==> config.mk <==
export PLATFORM = sky130hd
export DESIGN_NAME = misr_param
export DESIGN_NICKNAME = d
export VERILOG_FILES = /design/src/rtl/misr_param.sv
export SDC_FILE = /design/constraint.sdc
export NUM_CORES = 1
export LEC_CHECK = 0
export BUFFER_PORTS_ARGS = -buffer_cell sky130_fd_sc_hd__buf_2
export CAP_MARGIN = 5
export CORE_MARGIN = 3
export CORE_UTILIZATION = 45
export DETAILED_ROUTE_END_ITERATION = 6
export PLACE_DENSITY = 0.74
export SYNTH_ARGS = -nofsm -noshare
export SYNTH_HDL_FRONTEND = slang
export SYNTH_SLANG_ARGS = --single-unit
export TNS_END_PERCENT = 5
==> constraint.sdc <==
create_clock -name CLK -period 1.7 [get_ports CLK]
set_input_delay 0.085 -clock CLK [delete_from_list [all_inputs] [get_ports CLK]]
set_output_delay 0.085 -clock CLK [all_outputs]
set_load 0.1 [all_outputs]
==> src/rtl/misr_param.sv <==
// ----------------------------------------------------------------------------
// misr_param
//   Parametrised multiple-input signature register for the BIST datapath.
//   Each enabled cycle folds NIN response bits into a WIDTH-bit signature with
//   a programmable feedback polynomial. Compaction continues until NCYC cycles
//   have been performed or bist_end is raised. The block then freezes, compares
//   the signature with golden and reports the result on pass.
//
// Ports
//   CLK       in   1      clock, rising edge
//   RST       in   1      asynchronous active-low reset
//   init      in   1      synchronous reload of SEED, counter clear, back to RUN
//   en        in   1      response-valid qualifier
//   din       in   NIN    circuit-under-test response bits
//   bist_end  in   1      early stop request
//   golden    in   WIDTH  expected signature, sampled on the stop edge
//   sig       out  WIDTH  current signature
//   count     out  CW     compaction cycles performed (saturates at NCYC)
//   done      out  1      high while frozen (HOLD)
//   pass      out  1      compare result, valid while done=1
// ----------------------------------------------------------------------------
module misr_param #(
  parameter int               WIDTH = 12,
  parameter int               NIN   = 3,
  parameter logic [WIDTH-1:0] POLY  = 'h0C1,
  parameter logic [WIDTH-1:0] SEED  = 'hBB7,
  parameter int               NCYC  = 256,
  localparam int              CW    = $clog2(NCYC + 1)
) (
  input  logic             CLK,
  input  logic             RST,
  input  logic             init,
  input  logic             en,
  input  logic [NIN-1:0]   din,
  input  logic             bist_end,
  input  logic [WIDTH-1:0] golden,
  output logic [WIDTH-1:0] sig,
  output logic [CW-1:0]    count,
  output logic             done,
  output logic             pass
);

  typedef enum logic {
    RUN  = 1'b0,
    HOLD = 1'b1
  } state_t;

  localparam logic [CW-1:0] LAST_CNT = CW'(NCYC - 1);

  state_t           state_q, state_d;
  logic [WIDTH-1:0] sig_d;
  logic [CW-1:0]    count_d;
  logic             pass_d;

  logic [WIDTH-1:0] d_ext;
  logic [WIDTH-1:0] sig_step;

  // One compaction step. Shifting right puts 0 into the top stage, so stage i
  // receives sig[i+1] and the top stage receives only feedback and input.
  always_comb begin
    // NOTE: every combinational output gets a default before any branch so no
    // path leaves it unassigned, which would otherwise infer a latch.
    d_ext            = '0;
    d_ext[NIN-1:0]   = din;
    sig_step         = (sig >> 1) ^ (sig[0] ? POLY : '0) ^ d_ext;
  end

  // Next-state and datapath control. init overrides everything; in RUN an
  // early stop beats a compaction request.
  always_comb begin
    state_d = state_q;
    sig_d   = sig;
    count_d = count;
    pass_d  = pass;

    if (init) begin
      state_d = RUN;
      sig_d   = SEED;
      count_d = '0;
      pass_d  = 1'b0;
    end else begin
      unique case (state_q)
        RUN: begin
          if (bist_end) begin
            // Stop without compacting: compare the signature as it stands.
            state_d = HOLD;
            pass_d  = (sig == golden);
          end else if (en) begin
            sig_d   = sig_step;
            count_d = count + CW'(1);
            if (count == LAST_CNT) begin
              // Final compaction: compare against the freshly computed value.
              state_d = HOLD;
              pass_d  = (sig_step == golden);
            end
          end
        end
        HOLD: begin
          // Frozen until init; all other inputs are ignored.
        end
        default: state_d = RUN;
      endcase
    end
  end

  // NOTE: the reset branch is listed in the sensitivity list so it acts
  // immediately, without waiting for a clock edge.
  always_ff @(posedge CLK or negedge RST) begin
    if (!RST) begin
      state_q <= RUN;
      sig     <= SEED;
      count   <= '0;
      pass    <= 1'b0;
    end else begin
      // NOTE: registers are updated with non-blocking assignments so every
      // flop samples the pre-edge values of the others.
      state_q <= state_d;
      sig     <= sig_d;
      count   <= count_d;
      pass    <= pass_d;
    end
  end

  assign done = (state_q == HOLD);

endmodule
; ---- After elaboration in Yosys (flattened, before gate mapping)
; Cells that the tools add are included.
; W data, S select, Z words.
[word_totals]
register_bits = 23
inputBits = 20
output_inout_bits = 23
wordCells = 36
[op_classes]
addsub = 1
eq_ne = 5
muxes = 19
bitwise_logic = 2
n_reduce_logical = 5
[op_table]
columns = op, count
row1 = $mux W12, 4
row2 = $mux W9, 4
row3 = $eq A11 B12 Y1, 1
row4 = $eq A12 B12 Y1, 1
row5 = $xor A11 B3 Y11, 1
row6 = $xor A11 B8 Y11, 1
row7 = $mux W1, 10
row8 = $add A9 B1 Y9 const B, 1
row9 = $eq A9 B8 Y1 const B, 1
row10 = $mux W8, 1
row11 = $reduce_and A3 Y1, 2
row12 = $reduce_bool A3 Y1, 2
row13 = $ne A2 B2 Y1 const B, 2
row14 = $reduce_bool A2 Y1, 1

; ---- Longest topological paths before layout
; Gate-level depths: netlist (run 1).
[logic_depth]
depth_word = 9
depth_mapped = 9
mapped_depth_nobuf = 9

; ---- Worst setup path before layout (run 1)
; OpenSTA, ideal clock, no wires.
[synth_path]
kind = register to register
startpoint = reg count[3]
endpoint = reg pass
setup_time_ps = 66
arrival_ps = 2295
required_ps = 1634
slack_ps = -661
stages_incl_launch_ff = 10
path_buffers = 0
synth_period_minus_slack_ps = 2361
path_cell_list = dfrtp_1 > and3_1 > nand3_1 > nor2_1 > ha_1 > a21oi_1 > nor2_2 > nand3_1 > nor4_1 > a31o_1
[synth_via]
elab_chain_cells = 3
[synth_rtl]
columns = item, line
row1 = start: declaration, 38  ; output logic [CW-1:0] count,
row2 = start signal: assignment, 119  ; count <= count_d;
row3 = $eq A9 B8 Y1, 91  ; if (count == LAST_CNT) begin
row4 = $reduce_bool A3 Y1 (no source line), -
row5 = $reduce_and A3 Y1 (no source line), -
row6 = end signal: assignment, 120  ; pass <= pass_d;
row7 = end: declaration, 40  ; output logic pass
; No other way between the ends.
; A chain may end at the register's enable or synchronous reset.

; ---- Worst setup path in the final report (run 1)
[layout_path]
startpoint = reg count[2]
endpoint = reg pass
; The elaborated chain is that of the path after synthesis.

==> impl_results.md, run 1 <==
- CP arrival: 1.93 ns
- Hold Crit Class: in2reg
- Antenna cells: 0
- Count of cell types in the netlist: 33
- Actual slew at the worst max-slew pin: 0.518 ns
- FP Rows: 19
- Initial core utilization: 48.6%
- Largest net degree at the start of global routing: 24
- Mapped Area: 0.00137 sq mm
- Average cell area after synthesis: 9.47 sq um
- CP max stage cell: dfrtp_4
- Vias per Instance: about 5.3
- Post-synth EDFFs: 0
- Cell mode on critical path: nand3_1
- Port bufs: 42
- Gr usage total: 18.7%
- Grt ovf: 0
- Period utilization: 97.7%
- Slew HR: approximately two thirds
- Most frequent cells in the layout: 42 x buf_2, 22 x nand2_1, 15 x xor2_1
- # DRC: 0
- Max Slew Vio Count: 0
- Max clock buf depth: 2
- WP buf/inv: 0
- Avg WL per Cell: between 10 and 15 um
- DR pass1 iterations: 4
- Sequential fraction of the synthesis area: 42.7%
- Die X: 61.3 um
- Crit path required time: 1.97 ns
- Root buffer cell: clkbuf_4
- Final Hold Fails: 0
- CTS tree: yes
- Crit. End Element: flop
- DIE AREA: 0.00375 sq mm
- Fin crit period: 1.66 ns
- Post-route ant nets: 0
- Die height: 61.3 um
- Cts bufs inserted: 3
- Fmax: about 600 MHz
- GP Congestion: 0.812
- Clock sink count: 23
- # IOs: 43
- Number of max-cap violations: 0
- Clk_skew: roughly 0.0085 ns
- Critical Path Start Type: flop
- Vias in the first global route: 1,158
- CTS H-Tree Depth: 1
- Worst skew pair latency: 0.32 ns
- Final #Nets: 212
- Antenna violations before repair: 0
- Delay-heaviest family, CP: simple AND/OR/NAND/NOR gates
- Hold WS: 0.0433 ns
- DRT iter0 DRCs: 43
- Clock transition at path regs: 0.14 ns
- Commonest non-fill, non-tap cell in the layout: buf_2
- Mapped Nets: 167
- Status: finished clean
- Area of the core: 0.00283 sq mm
- CP max FO: 4
- Layout cells sized above 1: 38.6%
- Warnings from Yosys: 0
- Unrepaired setup endpoints after global routing: yes
- First-pass GRT wire length: slightly above 5000 um
- Area Overhead vs Synth: 22.4%
- # setup viols final: 0
- Gate Count Post-Synth: 145
- Area after DPL: 0.00162 sq mm
- Final WL: 3280 um
- Setup TNS: 0 ns
- Pwr dens: about 760 mW/mm^2
- Final Power: approximately 1.3 mW
- FFs w/ async S/R, synth: 100%
- Post-route cell area: 0.00168 sq mm
- Via Count: ~1,200
- P_leak: around 0.8 nW
- Biggest cell delay along the critical path: 0.46 ns
- Critical path, cell by cell: and3_4, nand3_1, nor2_1, ha_1, a21oi_1, nor2_2, nand3_1, nor4_2, a31o_1
- Worst vdd ir: approximately 0.38 mV
- Register bit total from synthesis: 23
- Top FF cell, synth: dfrtp_1
- Dpl hpwl: 2400 um
- WS Path Type: reg2reg
- Fillcell total: approximately 270
worst reg2reg max path: stages, from the launching register on:
cell and delay [ns]:
dfrtp_4 0.46, and3_4 0.19, nand3_1 0.10, nor2_1 0.10, ha_1 0.17, a21oi_1 0.08, nor2_2 0.13, nand3_1 0.09
nor4_2 0.14, a31o_1 0.17
flip-flops by register name, summed over array words and instances, names as in the netlist:
name / flops
count: 9
done: 1
pass: 1
sig: 12
area by class of cell:
cell class | count | area [sq um] | area share [%]
repair buffers | 47 | 250 | 14.9
flip-flops and latches | 23 | 611 | 36.3
well taps | 31 | 38.8 | 2.31
inverters | 6 | 22.5 | 1.34
clock buffers | 4 | 26.3 | 1.56
multi-input cells | 109 | 733 | 43.6
worst paths after layout:
check | slack [ns] | endpoint | from | cells past startpoint
worst max-delay path | 0.04 | pass | count[2] | 9
worst min-delay path | 0.04 | sig[1] | din[1] | 4
worst max register to register | 0.04 | pass | count[2] | 9
worst min register to register | 0.53 | sig[4] | sig[4] | 2
max in group asynchronous | 1.04 | count[1] | RST | 2
min in group asynchronous | 0.26 | pass | RST | 2
synth_stat cells, types with 2 or more instances:
master	number	share of area, %
nand2b_1	2	0.91
mux2i_1	8	5.8
nand2_1	22	6.0
buf_2	3	1.1
nor2_1	13	3.6
nand3_1	3	1.1
o21ai_1	2	0.73
buf_6	2	1.6
nor3_1	2	0.73
clkbuf_1	2	0.55
dfrtp_1	14	26
dfstp_2	9	17
ha_1	2	1.8
nand4_1	2	0.91
xor2_1	15	9.6
nand3b_1	3	1.6
and3_1	3	1.4
xnor2_1	10	6.4
a21oi_1	7	2.5
inv_1	6	1.6
a211oi_1	2	1.1
a211o_1	2	1.3
metrics by stage:
stage	cells	setup WS (ns)	utilization (%)
3_5_place_dp	213	0.00936	57.4
6_report	220	0.0393	59.4
5_1_grt	220	-0.115	59.4
4_1_cts	218	-0.0307	58.7
2_1_floorplan	145	-0.131	-
3_3_place_gp	213	0.0914	57.4
metal layers:
metal  GRT usage (%)  vias up  routed length [um]
met2            31.3       26                1590
met1            24.2      562                1540
met4            6.50        0                  27
met3            3.56        4                 123
li1                -      575                   -
met5               0        -                   0
where the power goes:
group	total [mW]	switching [mW]	internal, mW
registers	0.613	0.0300	0.583
clock network	0.268	0.177	0.0917
logic	0.404	0.296	0.108
total	1.29	0.503	0.782
logic make-up after synthesis:
group	count (synthesis)	synth area share, %
AND/OR/NAND/NOR	55	19.0
multiplexers	8	5.83
XOR/XNOR	25	15.9
buffers and inverters	13	4.92
AO/OA/AOI/OAI	19	9.75
flip-flops	23	42.7
adder cells (fa/ha/maj)	2	1.82
timing repair:
item                                    4_1_cts  5_1_grt
buffers inserted                              0        2
endpoints found under the hold margin        14        0
gates resized for setup                       0        1
pin swaps                                     0        1
hold buffers                                  1        0
endpoints found under the setup margin        1        1
(Power assumes the default switching activity.)
==> inputs of run 2 (changes only) <==
CORE_MARGIN = 2   (was 3)
==> run 2 against run 1 <==
  * Fmax is 1.5% higher
  * Cell count increased by 0.91%
  * Non-clock buffer count unchanged
==> impl_results.md, run 2 (synthesis results as in run 1) <==
- Final Util: 57.3% (-2.1 points)
- Dpl hpwl: 2300 um (-3.9%)
- Number of max-cap violations: 0 (unchanged)
- Hold Crit Class: in2reg
- Worst skew pair latency: 0.31 ns (about the same)
- Commonest non-fill, non-tap cell in the layout: buf_2
- CP max FO: 4 (unchanged)
- Cts bufs inserted: 3 (unchanged)
- Largest net degree at the start of global routing: 24 (unchanged)
- Max clock buf depth: 2 (unchanged)
- Actual slew at the worst max-slew pin: 0.509 ns (-0.00862 ns)
- Unrepaired setup endpoints after global routing: yes
- DR pass1 iterations: 4 (unchanged)
- Largest registers: sig (12), count (9)
- Antenna cells: 0 (unchanged)
- Avg WL per Cell: 13.7 um (-8.1%)
- FP Rows: 20 (+1)
- Slew HR: 66.1% (+0.57 points)
- Antenna violations before repair: 0 (unchanged)
- Area of the core: 0.00298 sq mm (+5.3%)
- GP Congestion: 0.848 (+4.4%)
- Grt ovf: 0 (unchanged)
- Worst vdd ir: 0.339 mV (-11%)
- Top reg by flops: sig
- Final WL: 3040 um (-7.2%)
- Largest register FFs: 12 (unchanged)
- Gr usage total: 18.5% (-0.25 points)
- First-pass GRT wire length: 4950 um (-4.0%)
- Fin crit period: 1.64 ns (-0.0243 ns)
- Crit. End Element: flop
- Final Hold Fails: 0 (unchanged)
- Max Slew Vio Count: 0 (unchanged)
- Clock sink count: 23 (unchanged)
- Most frequent cells in the layout: 42 x buf_2, 22 x nand2_1, 15 x xor2_1
- Die X: 59.3 um (-3.3%)
- Vias in the first global route: 1,102 (-4.8%)
- Die height: 59.3 um (-3.3%)
- Fmax: 611 MHz (+1.5%)
- Layout cells sized above 1: 40.7% (+2.1 points)
- # setup viols final: 0 (unchanged)
- DRT iter0 DRCs: 69 (+60%)
- Pwr dens: 748 mW/mm^2 (-2.2%)
- Area Overhead vs Synth: 24.2%
- CTS tree: yes
- Final Power: 1.28 mW (-0.73%)
- P_leak: 0.795 nW (+0.16%)
- CTS H-Tree Depth: 1 (unchanged)
- Initial core utilization: 46.1% (-2.4 points)
- Final #Nets: 212 (unchanged)
- CP arrival: 1.89 ns (-0.04 ns)
- Crit path required time: 1.96 ns (about the same)
- # IOs: 43 (unchanged)
- Vias per Instance: 5.23 (-1.3%)
- Period utilization: 96.3% (-1.4 points)
- Critical Path Start Type: flop
- DIE AREA: 0.00351 sq mm (-6.4%)
- Root buffer cell: clkbuf_4
- WS Path Type: reg2reg
- Via Count: 1,162 (-0.43%)
- # DRC: 0 (unchanged)
- Status: finished clean
- Post-route ant nets: 0 (unchanged)
- Port bufs: 42 (unchanged)
- Clk_skew: 0.00540 ns (-0.00306 ns)
- Clock transition at path regs: 0.13 ns (about the same)
## run 2: cell types whose count changed in the layout (fill, tap and decap cells not counted), sizes merged
cell    delta
clkbuf     -1
clkinv     +1
## run 2: worst paths after layout
kind	endpoint	depth (start not counted)	startpoint	slack, ns
setup / recovery	pass	9	count[0]	0.06
hold / removal	done	3	en	0.05
min in group asynchronous	sig[3]	2	RST	0.26
hold reg to reg	sig[1]	2	sig[1]	0.52
max in group asynchronous	count[4]	2	RST	1.06
setup reg to reg	pass	9	count[0]	0.06
## run 2: repair_timing
item,CTS,global route
setup endpoints to repair,0,1
setup buffers,0,2
hold buffers,1,0
gates resized for setup,0,5
hold endpoints to repair,14,0
## run 2: layout make-up
class                      count  area [sq um]
tap                           33          41.3
timing repair buffer          47           250
clock inverter                 1          5.00
fill                         267          1270
multi-input combinational    109           754
sequential                    23           611
inverter                       6          22.5
clock buffer                   3          22.5
## run 2: critical path, cell delays in order (launching register included)
cell	delay [ns]
dfrtp_4	0.53
ha_4	0.19
nand2_1	0.05
nor2_1	0.04
ha_2	0.17
a21oi_2	0.12
nor2_2	0.06
buf_4	0.13
nor3b_1	0.16
a31o_1	0.12
## run 2: report_power, final
part           switching (mW)  leakage (nW)  internal, mW
clock network           0.167        0.0177        0.0878
logic                   0.296         0.507         0.111
registers              0.0315         0.270         0.583
## run 2: stage by stage
stage | setup WS [ns] | instance area, sq um | hold slack, ns | cells | setup TNS, ns
after CTS | 0.0251 | 1660 | 0.0318 | 220 | 0
after global placement | 0.0895 | 1630 | 0.0855 | 215 | 0
after detailed placement | 0.0511 | 1630 | 0.0888 | 215 | 0
final | 0.0636 | 1710 | 0.0483 | 222 | 0
after floorplan | -0.131 | 1410 | -0.211 | 145 | -0.484
after global routing | -0.0649 | 1710 | 0.0296 | 222 | -0.0649
## run 2: routing by layer
metal	vias to the layer above	routed length (um)	GRT usage [%]
met5	-	0	0
met2	26	1530	30.3
met3	2	89	2.40
met1	562	1400	25.1
li1	572	-	-
met4	0	24	6.17
==> inputs of run 3 (changes only) <==
CORE_UTILIZATION = 50   (was 45)
PLACE_DENSITY = 0.77   (was 0.74)
clock period = 1.6 ns   (was 1.7 ns; I/O delays follow)
==> run 3 against run 2 <==
  * Clock skew is 0.0039 ns lower
  * Sequential cell count stayed put
  * The run now ends with setup timing left
  * Design area increased by 0.44%
  * Count of clock-buffer cells in the layout unchanged
  * Fmax down 1.6%
  * Register-to-register slack worse by 0.13 ns
==> impl_results.md, run 3 (synthesis results as in run 1) <==
- Status: finished with violations
- Failing checks: setup timing
- Largest net degree at the start of global routing: 24 (unchanged)
- Fmax: 601 MHz (-1.6%)
- Setup TNS: -0.0631 ns (-0.0631 ns)
- HP Start: en
- CP max stage cell: dfrtp_4
- Final Power: 1.36 mW (+6.7%)
- Crit path required time: 1.86 ns (-0.10 ns)
- Cts bufs inserted: 3 (unchanged)
- Slew HR: 64.6% (-1.5 points)
- Antenna cells: 0 (unchanged)
- Clock sink count: 23 (unchanged)
- Critical Path Start Type: flop
- # DRC: 0 (unchanged)
- Root buffer cell: clkbuf_4
- Unrepaired setup endpoints after global routing: yes
- DR pass1 iterations: 4 (unchanged)
- Vias per Instance: 5.29 (+1.0%)
- Worst r2r src: count[3]
- Area of the core: 0.00269 sq mm (-9.8%)
- Reg2reg path depth: 9 (unchanged)
- FP Rows: 19 (-5.0%)
- Max Slew Vio Count: 0 (unchanged)
- Final #Nets: 217 (+2.4%)
- Crit path launch: count[3]
- Reg-to-reg endpoint: pass
- Post-route ant nets: 0 (unchanged)
- Initial core utilization: 51.1% (+5.0 points)
- Antenna violations before repair: 0 (unchanged)
- Largest registers: sig (12), count (9)
- Period utilization: 104% (+7.7 points)
- Die height: 56.4 um (-4.8%)
- R2r setup slk: -0.06 ns (-0.13 ns)
- Avg WL per Cell: 14.1 um (+2.6%)
- Max clock buf depth: 2 (unchanged)
- Largest register FFs: 12 (unchanged)
- First-pass GRT wire length: 5240 um (+5.7%)
- Most frequent cells in the layout: 42 x buf_2, 22 x nand2_1, 15 x xor2_1
- WS Path Type: reg2reg
- Critical path, cell by cell: and3_4, nand3_1, nor2_1, ha_1, a21oi_1, nor2_2, nand3_1, nor4_1, a31o_1
- Actual slew at the worst max-slew pin: 0.531 ns (+0.0222 ns)
- Grt ovf: 0 (unchanged)
- Post-CTS Setup Repair Bufs: 0 (unchanged)
- Layout cells sized above 1: 40.2% (-0.53 points)
- Dpl hpwl: 2390 um (+3.9%)
- DIE AREA: 0.00318 sq mm (-9.4%)
- Hold Path Depth: 3 (unchanged)
- P_leak: 0.821 nW (+3.3%)
- Post-CTS resize count: 0 (unchanged)
- Post-place setup slack: -0.0363 ns (-0.0874 ns)
- Worst vdd ir: 0.587 mV (+73%)
- Die X: 56.4 um (-4.8%)
- Crit. End Element: flop
- CP max FO: 3 (-1)
- Biggest cell delay along the critical path: 0.44 ns (-0.09 ns)
- Final worst slack: -0.0631 ns (-0.127 ns)
- Post-route cell area: 0.00171 sq mm (+0.44%)
- Final Util: 63.8% (+6.5 points)
- Final Hold Fails: 0 (unchanged)
- CTS tree: yes
- Area after DPL: 0.00168 sq mm (+3.1%)
- Cell mode on critical path: nand3_1
- GP Congestion: 0.837 (-1.3%)
- Fin crit period: 1.66 ns (+0.0267 ns)
- Clock transition at path regs: 0.13 ns (about the same)
- Via Count: 1,190 (+2.4%)
- CTS H-Tree Depth: 1 (unchanged)
- Area Overhead vs Synth: 24.8%
- Number of max-cap violations: 0 (unchanged)
- Gr usage total: 21.3% (+2.8 points)
- DRT iter0 DRCs: 36 (-48%)
- Worst skew pair latency: 0.31 ns (about the same)
- Final WL: 3160 um (+4.0%)
- # setup viols final: 1 (+1)
- Hold EP: done
- Port bufs: 42 (unchanged)
- # IOs: 43 (unchanged)
- Hold Crit Class: in2reg
- Pwr dens: 794 mW/mm^2 (+6.2%)
- CP arrival: 1.92 ns (+0.03 ns)
- Clk_skew: 0.00151 ns (-0.00390 ns)
- Top reg by flops: sig
- Commonest non-fill, non-tap cell in the layout: buf_2
- Vias in the first global route: 1,152 (+4.5%)
==> run 3: cell types whose count changed in the layout (fill, tap and decap cells not counted) <==
cell	change
a21oi_1	+1
nand3_1	+1
buf_4	+5
ha_1	+1
ha_4	-1
a21oi_2	-1
nor4_1	+1
nor4_2	-1
nand3_2	-1
==> run 3: power by group <==
group | total (mW) | internal (mW) | switching [mW]
registers | 0.649 | 0.619 | 0.0297
clock network | 0.275 | 0.0934 | 0.182
logic | 0.437 | 0.121 | 0.316
total | 1.36 | 0.834 | 0.527
==> run 3: metal layers <==
layer / GRT usage (%) / wire length, um / up-vias / share of wire, %
li1: - / - / 585 / -
met2: 35.6 / 1560 / 24 / 49
met5: 0 / 0 / - / 0
met3: 4.15 / 106 / 4 / 3.4
met4: 7.14 / 31 / 0 / 0.98
met1: 27.6 / 1470 / 577 / 46
==> run 3: what timing repair did <==
action                                  in CTS  in global routing
hold endpoints to repair                    14                  0
endpoints found under the setup margin       1                  1
hold buffers                                 1                  0
==> run 3: through the flow <==
stage,cells,hold slack (ns)
final,225,0.0365
after global routing,225,0.0164
after CTS,225,0.0202
after floorplan,145,-0.216
after global placement,220,0.0761
after detailed placement,220,0.0906
==> run 3: worst max-delay path by stage <==
stage               endpoint
floorplan               pass
global placement        pass
detailed placement      pass
CTS                     pass
global route            pass
finish                  pass
==> run 3: area by class of cell <==
| cell class | count | area (sq um) |
|---|---|---|
| fill | 227 | 972 |
| timing repair buffer | 52 | 288 |
| multi-input combinational | 109 | 727 |
| tap | 31 | 38.8 |
| clock inverter | 1 | 5.00 |
| sequential | 23 | 611 |
| inverter | 6 | 22.5 |
| clock buffer | 3 | 22.5 |
==> run 3: worst max-delay path: cells and delay by family, from the launching register on <==
| kind | cells | cell delay, ns |
|---|---|---|
| adder cells (fa/ha/maj) | 1 | 0.17 |
| AO/OA/AOI/OAI | 2 | 0.25 |
| flip-flops | 1 | 0.44 |
| AND/OR/NAND/NOR | 6 | 0.76 |
